`config.mk`:
```
export PLATFORM = sky130hd
export DESIGN_NAME = fp16_neuron_acc
export DESIGN_NICKNAME = d
export VERILOG_FILES = /design/src/rtl/fp16_neuron_acc.sv
export SDC_FILE = /design/constraint.sdc
export NUM_CORES = 1
export LEC_CHECK = 0
export BUFFER_PORTS_ARGS = -buffer_cell sky130_fd_sc_hd__buf_4
export CORE_ASPECT_RATIO = 0.9
export CORE_UTILIZATION = 45
export CTS_BUF_LIST = sky130_fd_sc_hd__clkbuf_8 sky130_fd_sc_hd__clkbuf_16
export DETAILED_ROUTE_END_ITERATION = 16
export SLEW_MARGIN = 5
export SYNTH_ARGS = -nofsm -noshare
export SYNTH_HDL_FRONTEND = slang
export SYNTH_SLANG_ARGS = --single-unit
```
`constraint.sdc`:
```
create_clock -name clk -period 14.2 [get_ports clk]
set_input_delay 2.13 -clock clk [delete_from_list [all_inputs] [get_ports clk]]
set_output_delay 2.13 -clock clk [all_outputs]
set_load 0.01 [all_outputs]
```
`src/rtl/fp16_neuron_acc.sv`:
```
// fp16_neuron_acc: serial FP16 multiply-accumulate neuron front-end.
// Accepts N_INPUTS (x, w) pairs over valid/ready and forms bias + sum(x*w)
// in half precision with a five-state multi-cycle datapath
// (WAIT -> MUL -> ALIGN -> ADD -> NORM), then holds the result in OUT
// until the downstream sigmoid stage takes it.
// Build option: define FP16_NEURON_RELU_EN to clamp negative results to +0.
// Number handling: zero/denormal inputs act as signed zero, inf/NaN act as
// +-0x7BFF, underflow flushes to +0, overflow saturates, truncation only.
module fp16_neuron_acc #(
  parameter int N_INPUTS = 4
) (
  input  logic        clk,
  input  logic        rst_n,
  input  logic        in_valid,
  output logic        in_ready,
  input  logic [15:0] in_x,
  input  logic [15:0] in_w,
  input  logic [15:0] bias,
  output logic        out_valid,
  input  logic        out_ready,
  output logic [15:0] out_sum
);

  localparam int CNT_W = $clog2(N_INPUTS + 1);

  typedef enum logic [2:0] {
    S_WAIT  = 3'd0,
    S_MUL   = 3'd1,
    S_ALIGN = 3'd2,
    S_ADD   = 3'd3,
    S_NORM  = 3'd4,
    S_OUT   = 3'd5
  } state_t;

  state_t             state, state_next;
  logic [CNT_W-1:0]   count;
  logic [15:0]        acc;
  logic               accept;
  logic               last_pair;

  // Stage registers (data only, no reset needed)
  logic [15:0]        x_p0, w_p0;
  logic [15:0]        prod_p1;
  logic               a_sign_p2, eff_sub_p2;
  logic [4:0]         a_exp_p2;
  logic [10:0]        a_man_p2, b_man_p2;
  logic               sum_sign_p3;
  logic [4:0]         sum_exp_p3;
  logic [11:0]        sum_mag_p3;

  // Combinational stage results
  logic [15:0]        prod_c;
  logic               a_sign_c, eff_sub_c;
  logic [4:0]         a_exp_c;
  logic [10:0]        a_man_c, b_man_c;
  logic [11:0]        sum_mag_c;
  logic [15:0]        norm_c;

  // Map special encodings onto the finite range: zero/denormal -> signed
  // zero, inf/NaN -> largest finite magnitude with the original sign.
  function automatic logic [15:0] sanitize(input logic [15:0] h);
    if (h[14:10] == 5'd0)       return {h[15], 15'h0000};
    else if (h[14:10] == 5'd31) return {h[15], 15'h7BFF};
    else                        return h;
  endfunction

  // 11-bit significand with the hidden bit; zero operands have none.
  function automatic logic [10:0] man11(input logic [15:0] h);
    if (h[14:10] == 5'd0) return 11'd0;
    else                  return {1'b1, h[9:0]};
  endfunction

  // Assemble a result from a signed biased exponent: flush to +0 on
  // underflow, saturate to the largest finite value on overflow.
  function automatic logic [15:0] pack(input logic sign,
                                       input logic signed [7:0] exp,
                                       input logic [9:0] frac);
    if (exp <= 8'sd0)       return 16'h0000;
    else if (exp >= 8'sd31) return {sign, 15'h7BFF};
    else                    return {sign, exp[4:0], frac};
  endfunction

  // Bring a 12-bit sum back to 1.f form; carry shifts right, otherwise
  // shift left past leading zeros. Dropped bits are simply truncated.
  function automatic logic [15:0] normalize(input logic sign,
                                            input logic [4:0] exp,
                                            input logic [11:0] mag);
    logic signed [7:0] e;
    logic [3:0]        lz;
    logic              found;
    logic [9:0]        frac;
    e     = $signed({3'b000, exp});
    lz    = 4'd0;
    found = 1'b0;
    if (mag == 12'd0) return 16'h0000;
    if (mag[11]) return pack(sign, e + 8'sd1, mag[10:1]);
    for (int i = 10; i >= 0; i--) begin
      if (!found && mag[i]) begin
        lz    = 4'(10 - i);
        found = 1'b1;
      end
    end
    frac = mag[9:0] << lz;
    return pack(sign, e - $signed({4'b0000, lz}), frac);
  endfunction

  // Optional non-negative clamp applied as the result enters OUT.
  function automatic logic [15:0] relu(input logic [15:0] h);
`ifdef FP16_NEURON_RELU_EN
    return h[15] ? 16'h0000 : h;
`else
    return h;
`endif
  endfunction

  assign accept    = (state == S_WAIT) && in_valid;
  assign last_pair = (count == CNT_W'(N_INPUTS - 1));

  // State register
  always_ff @(posedge clk or negedge rst_n) begin
    if (!rst_n) state <= S_WAIT;
    else        state <= state_next;
  end

  // Next-state sequencing and handshake outputs
  always_comb begin
    state_next = state;
    in_ready   = 1'b0;
    out_valid  = 1'b0;
    case (state)
      S_WAIT: begin
        in_ready = 1'b1;
        if (in_valid) state_next = S_MUL;
      end
      S_MUL:   state_next = S_ALIGN;
      S_ALIGN: state_next = S_ADD;
      S_ADD:   state_next = S_NORM;
      S_NORM:  state_next = last_pair ? S_OUT : S_WAIT;
      S_OUT: begin
        out_valid = 1'b1;
        if (out_ready) state_next = S_WAIT;
      end
      default: state_next = S_WAIT;
    endcase
  end

  // Frame control: pair counter, accumulator and held result
  always_ff @(posedge clk or negedge rst_n) begin
    if (!rst_n) begin
      count   <= '0;
      acc     <= 16'h0000;
      out_sum <= 16'h0000;
    end else begin
      if (accept && (count == '0)) acc <= bias;
      if (state == S_NORM) begin
        acc   <= norm_c;
        count <= count + 1'b1;
        if (last_pair) out_sum <= relu(norm_c);
      end
      if ((state == S_OUT) && out_ready) count <= '0;
    end
  end

  // ---- p0: operands captured on acceptance ----
  // Latch the accepted pair
  always_ff @(posedge clk) begin
    if (accept) begin
      x_p0 <= in_x;
      w_p0 <= in_w;
    end
  end

  // MUL: product sign, exponent and truncated significand
  always_comb begin
    logic [15:0]       xs, ws;
    logic [21:0]       mprod;
    logic signed [7:0] pexp;
    logic              psign;
    xs     = sanitize(x_p0);
    ws     = sanitize(w_p0);
    psign  = xs[15] ^ ws[15];
    mprod  = 22'(man11(xs)) * 22'(man11(ws));
    pexp   = $signed({3'b000, xs[14:10]}) + $signed({3'b000, ws[14:10]}) - 8'sd15;
    prod_c = 16'h0000;
    if ((xs[14:10] == 5'd0) || (ws[14:10] == 5'd0))
      prod_c = 16'h0000;
    else if (mprod[21])
      prod_c = pack(psign, pexp + 8'sd1, mprod[20:11]);
    else
      prod_c = pack(psign, pexp, mprod[19:10]);
  end

  // ---- p1: product ----
  // Register the product
  always_ff @(posedge clk) begin
    if (state == S_MUL) prod_p1 <= prod_c;
  end

  // ALIGN: larger magnitude becomes A, B's significand shifted to A's exponent
  always_comb begin
    logic [15:0] acc_s, prod_s, op_a, op_b;
    logic [4:0]  shift;
    acc_s     = sanitize(acc);
    prod_s    = sanitize(prod_p1);
    op_a      = acc_s;
    op_b      = prod_s;
    if (prod_s[14:0] > acc_s[14:0]) begin
      op_a = prod_s;
      op_b = acc_s;
    end
    shift     = op_a[14:10] - op_b[14:10];
    a_sign_c  = op_a[15];
    a_exp_c   = op_a[14:10];
    a_man_c   = man11(op_a);
    b_man_c   = (shift >= 5'd11) ? 11'd0 : (man11(op_b) >> shift);
    eff_sub_c = op_a[15] ^ op_b[15];
  end

  // ---- p2: aligned operands ----
  // Register the aligned operands
  always_ff @(posedge clk) begin
    if (state == S_ALIGN) begin
      a_sign_p2  <= a_sign_c;
      a_exp_p2   <= a_exp_c;
      a_man_p2   <= a_man_c;
      b_man_p2   <= b_man_c;
      eff_sub_p2 <= eff_sub_c;
    end
  end

  // ADD: magnitude add or subtract; A >= B so subtraction never goes negative
  always_comb begin
    if (eff_sub_p2) sum_mag_c = {1'b0, a_man_p2} - {1'b0, b_man_p2};
    else            sum_mag_c = {1'b0, a_man_p2} + {1'b0, b_man_p2};
  end

  // ---- p3: raw sum ----
  // Register the raw sum with A's sign and exponent
  always_ff @(posedge clk) begin
    if (state == S_ADD) begin
      sum_sign_p3 <= a_sign_p2;
      sum_exp_p3  <= a_exp_p2;
      sum_mag_p3  <= sum_mag_c;
    end
  end

  // NORM: renormalise into the next accumulator value
  always_comb begin
    norm_c = normalize(sum_sign_p3, sum_exp_p3, sum_mag_p3);
  end

endmodule

```
**After elaboration in Yosys (flattened, before gate mapping)**

Cells that the tools add are included.
Widths: inputs -> output; s select.

- Register bits after elaboration: 133
- Bits of input ports: 52
- Output and inout port bits: 18
- Logic and storage cells: 174

- $add $sub $neg: 9
- Multiply operators: 1
- Magnitude comparators: 10
- Eq/ne operators: 12
- Shifts and indexed selects: 2
- Multiplexer cells: 83
- Bitwise gates (word level): 2
- Reduce and logical (&&, ||, !) cells: 39

Operators by type and width:

| operator | count |
|---|---|
| $mux 16 | 13 |
| $mux 15 | 12 |
| $mux 11 | 4 |
| $mux 4 | 11 |
| $logic_not 5->1 | 8 |
| $mux 1 | 36 |
| $mul 11x11->22 | 1 |
| $eq 5x5->1 const B | 4 |
| $pmux 3 s6 | 1 |
| $gt 15x15->1 | 1 |
| $mux 3 | 5 |
| $logic_and 1x1->1 | 13 |
| $add 11x11->12 | 1 |
| $le 6x1->1 const B | 2 |
| $logic_not 12->1 | 1 |
| $mux 12 | 1 |
| $sub 11x11->12 | 1 |
| $shr 11x5->11 | 1 |
| $logic_not 1->1 | 10 |
| $shl 10x4->10 | 1 |
| $eq 3x2->1 const B | 3 |
| $add 7x2->8 const B | 1 |
| $ge 8x6->1 const B | 1 |
| $le 8x1->1 const B | 1 |
| 19 further kinds | 25 |

**Logic depth before layout (Yosys ltp)**

- Depth in word-level cells: 62
- Gate-level depth with buffers: 28
- Gate-level depth less buffers: 25

**Least setup slack after synthesis**

Ideal clock, no wire load.

- Kind: register to register
- Start: register w_p0[11]
- End: register prod_p1[1], data pin
- Library setup time: 266 ps
- Arrival time: 6,746 ps
- Required time: 13,934 ps
- Path slack: 7,187 ps
- Cell stages (with the launch flop): 29
- Buffers on the path: 3
- Clock period less this slack: 7,013 ps
- Cell sequence: edfxtp_1 -> or4_1 -> o22a_1 -> buf_6 -> clkinv_8 -> clkbuf_1 -> nor2_1 -> inv_1 -> nor2_1 -> fa_1 -> inv_1 -> fa_1 -> inv_1 -> fa_1 -> fa_1 -> inv_1 -> fa_1 -> inv_1 -> ha_1 -> nand3_1 -> nor2_1 -> nor4b_1 -> a21boi_2 -> o21bai_2 -> a31oi_1 -> o31ai_1 -> or2_1 -> buf_2 -> o22ai_1

- Longest elaborated chain between the ends: 10
- Elaborated cells between the ends (all ways): 20
- Those cells by class: add/sub (3); mul (1); order compare (4); eq/ne (1); mux (8); reduce/logical (3)

Ends and longest elaborated chain:

| item | RTL line | text |
|---|---|---|
| start, declared | 42 | `logic [15:0] x_p0, w_p0;` |
| start signal, assigned | 169 | `w_p0 <= in_w;` |
| $eq 5x5->1 | 63 | `else if (h[14:10] == 5'd31) return {h[15], 15'h7BFF};` |
| $mux 15 | 63 |  |
| $mux 15 * | 62 | `if (h[14:10] == 5'd0) return {h[15], 15'h0000};` |
| $add 5x5->6 | 183 | `pexp = $signed({3'b000, xs[14:10]}) + $signed({3'b000, ws[14:10]}) - 8'sd15;` |
| $sub 6x4->7 | 183 |  |
| $add 7x2->8 | 188 | `prod_c = pack(psign, pexp + 8'sd1, mprod[20:11]);` |
| $ge 8x6->1 | 79 | `else if (exp >= 8'sd31) return {sign, 15'h7BFF};` |
| $mux 15 | 79 |  |
| $mux 16 | 78 | `if (exp <= 8'sd0) return 16'h0000;` |
| $mux 16 | 187 | `else if (mprod[21])` |
| end signal, assigned | 196 | `if (state == S_MUL) prod_p1 <= prod_c;` |
| end, declared | 43 | `logic [15:0] prod_p1;` |

Mark *: on every way between the ends. The rest lies on a longest branch, timed or not.
A chain may end at the register's enable or synchronous reset.

**Worst setup path after layout**

- Start: register x_p0[13]
- End: register prod_p1[4], data pin

- Longest elaborated chain between the ends: 10
- Elaborated cells between the ends (all ways): 20
- Those cells by class: add/sub (3); mul (1); order compare (4); eq/ne (1); mux (8); reduce/logical (3)

Ends and longest elaborated chain:

| item | RTL line | text |
|---|---|---|
| start, declared | 42 |  |
| start signal, assigned | 168 | `x_p0 <= in_x;` |
| $eq 5x5->1 | 63 |  |
| $mux 15 | 63 |  |
| $mux 15 * | 62 |  |
| $add 5x5->6 | 183 |  |
| $sub 6x4->7 | 183 |  |
| $add 7x2->8 | 188 |  |
| $ge 8x6->1 | 79 |  |
| $mux 15 | 79 |  |
| $mux 16 | 78 |  |
| $mux 16 | 187 |  |

Marks and branches as above.

==> results_dict.tcl <==
set metrics [dict create \
    status "complete, no violations" \
    finalInstanceArea_um2 13570 \
    setup_tns_ns 0 \
    min_path_type "reg -> reg" \
    cp_data_required_time_ns 14.36 \
    clkTransAtPathRegs_ns 0.07 \
    startpoint "x_p0[13]$_DFFE_PP_" \
    layout.nets 1589 \
    r2r-end "prod_p1[4]$_SDFFCE_PN0P_" \
    antenna_found_initial 0 \
    maxSlewHeadroom_pct 23.58 \
    first_iter_violations 722 \
    setup_viol 0 \
    synth-async-reset-ratio_pct 28.57 \
    finalHoldViolCount 0 \
    ioPinCount 70 \
    syn_inst 1312 \
    ctsLongestPathBuffers 2 \
    port_buffers 69 \
    dieArea_um2 27840 \
    h-tree-depth 4 \
    timing_worst_setup_path_type "reg -> reg" \
    fp.dieW_um 175.8 \
    final-max-slew-violation-count 0 \
    critPathArrivalTime_ns 8.05 \
    met3WireLength_um 1440 \
    antenna_cells 0 \
    skew_ns 0.02134 \
    place_area_um2 13000 \
    vias 9591 \
    cp-start-kind "register" \
    cts-buffers-inserted 17 \
    timing.hold.ws_ns 0.4145 \
    avgViaCountPerCell 5.609 \
    rsz0062_at_grt "no" \
    firstDrtPassIters 5 \
    grt_pass1_vias 9246 \
    die_y_um 158.4 \
    synth-seq-area-share_pct 31.10 \
    gp_congestion 0.9754 \
    grt_first_pass_wirelength_um 48510 \
    postSynthAreaPerCell_um2 9.322 \
    ys_ff_latch 133 \
    synthToLayoutAreaGrowth_pct 10.99 \
    syn_area_um2 12230 \
    route.met2.wl_um 13830 \
    cp-endpoint "prod_p1[4]$_SDFFCE_PN0P_" \
    grt-ovfl-total 0 \
    synth_nets 1552 \
    r2r_cells 21 \
    mostFrequentLayoutCell "inv_1" \
    tritoncts "done" \
    post-place-ws_ns 6.345 \
    postCtsSetupBuffers 0 \
    rows 56 \
    finalWorstPathRequiredPeriod_ns 7.893 \
    reg2reg_slack_ns 6.31 \
    clock_sinks 133 \
    cts_root_buf "clkbuf_16" \
    place_hpwl_um 24330 \
    hold_buffers 0 \
    wl_met1_um 14290 \
    period_share_pct 55.59 \
    grt_max_degree 44 \
    drv_cap 0 \
    wirelength_um 30270 \
    top_layer "met4" \
    endpoint_kind "register" \
    cp_max_fo 23 \
    min-delay-start "a_exp_p2[2]$_DFFE_PP_" \
    synthFlopType "edfxtp_1" \
    finalWorstSetupSlack_ns 6.307 \
    final_cell_mix "inv_1 (158), nor2_1 (149), ha_1 (106)" \
    track_usage_pct 22.57 \
    coreArea_um2 26350 \
    cts_resized 0 \
    ys_warn_count 0 \
    max_clock_freq_mhz 126.7 \
    synth-edff-count 95 \
    avgRoutedWirePerCell_um 17.70 \
    detail-route-antenna-nets 0 \
    worst_pin_slew_ns 1.144 \
    start_util_pct 46.42 \
    drive_gt1_share_pct 10.72 \
    drc 0 \
    r2r-start "x_p0[13]$_DFFE_PP_" \
    synth_cell_type_count 78 \
    clock_latency_ns 0.43 \
]
## layer usage
| layer | track usage [%] | up-vias |
|---|---|---|
| met1 | 30.99 | 4606 |
| met5 | 0 | - |
| li1 | - | 4654 |
| met3 | 4.011 | 50 |
| met4 | 6.832 | 0 |
| met2 | 36.40 | 281 |
## cell usage after synthesis (all sizes together), types with 8 or more instances
cell / instances / area [um^2]
inv: 158 / 593.1
nor2: 149 / 559.3
o21ai: 107 / 535.5
ha: 106 / 1326
edfxtp: 95 / 2853
nand2: 90 / 337.8
fa: 82 / 1642
a21oi: 50 / 254.0
clkbuf: 50 / 187.7
dfrtp: 38 / 950.9
xnor2: 34 / 297.8
nor3: 29 / 156.4
nand3: 19 / 95.09
o21a: 19 / 143.9
a21o: 16 / 120.1
a22oi: 15 / 112.6
nand2b: 15 / 93.84
a211oi: 14 / 105.1
mux2i: 14 / 140.1
o22ai: 14 / 87.58
nor2b: 13 / 81.33
xor2: 13 / 121.4
a31oi: 12 / 75.07
nor4: 10 / 77.57
o211ai: 10 / 80.07
and3: 9 / 61.31
o31ai: 9 / 67.56
and2: 8 / 50.05
mux2: 8 / 90.09
nand3b: 8 / 60.06
or4: 8 / 60.06
## final cells by class
class,instances,area (um^2)
clock buffers,18,439.2
repair buffers,75,563.0
multi-input cells,961,7584
well taps,348,435.4
inverters,161,616.8
clock inverters,14,132.6
flip-flops and latches,133,3804
fillers,2484,12770
## metrics by stage
stage,utilization [%],std cells
after global placement,49.35,1678
after floorplan,-,1312
final,51.52,1710
after detailed placement,49.35,1678
after CTS,51.52,1710
after global routing,51.52,1710
## registers in the layout, summed over array words and instances (netlist names)
register	count
eff_sub_p2	1
x_p0	16
a_man_p2	11
a_exp_p2	5
sum_sign_p3	1
count	3
sum_exp_p3	5
acc	16
sum_mag_p3	12
w_p0	16
out_sum	16
prod_p1	16
b_man_p2	11
state	3
a_sign_p2	1
## worst min-delay path by stage
stage / depth (start not counted) / endpoint
final: 0 / sum_exp_p3[2]$_DFFE_PP_
after detailed placement: 0 / sum_exp_p3[1]$_DFFE_PP_
after CTS: 0 / sum_exp_p3[1]$_DFFE_PP_
after floorplan: 0 / sum_exp_p3[0]$_DFFE_PP_
after global placement: 0 / sum_sign_p3$_DFFE_PP_
after global routing: 0 / sum_exp_p3[1]$_DFFE_PP_
## worst max-delay path: stages (launching register included)
cell,delay (ns)
edfxtp_1,0.42
and4_1,0.26
and2_1,0.40
o21ai_0,0.96
fa_1,0.59
fa_1,0.55
inv_1,0.06
fa_1,0.50
fa_1,0.54
inv_1,0.05
fa_1,0.52
inv_1,0.04
ha_1,0.31
nand3_1,0.13
nor2_1,0.15
nor4b_1,0.33
a21boi_2,0.16
o21bai_2,0.29
a31oi_1,0.22
o31ai_1,0.59
or2_1,0.38
o22ai_1,0.15
## kinds of logic after synthesis
logic type / Yosys count / synth area share, %
AND/OR/NAND/NOR: 387 / 15.07
AO/OA/AOI/OAI: 312 / 16.40
buffers and inverters: 218 / 6.936
adder cells (fa/ha/maj): 188 / 24.27
flip-flops: 133 / 31.10
XOR/XNOR: 47 / 3.427
multiplexers: 27 / 2.803
Power is left out: the tool's default activity adds up to more than one toggle a clock period on the data nets, which glitch-free logic cannot reach.
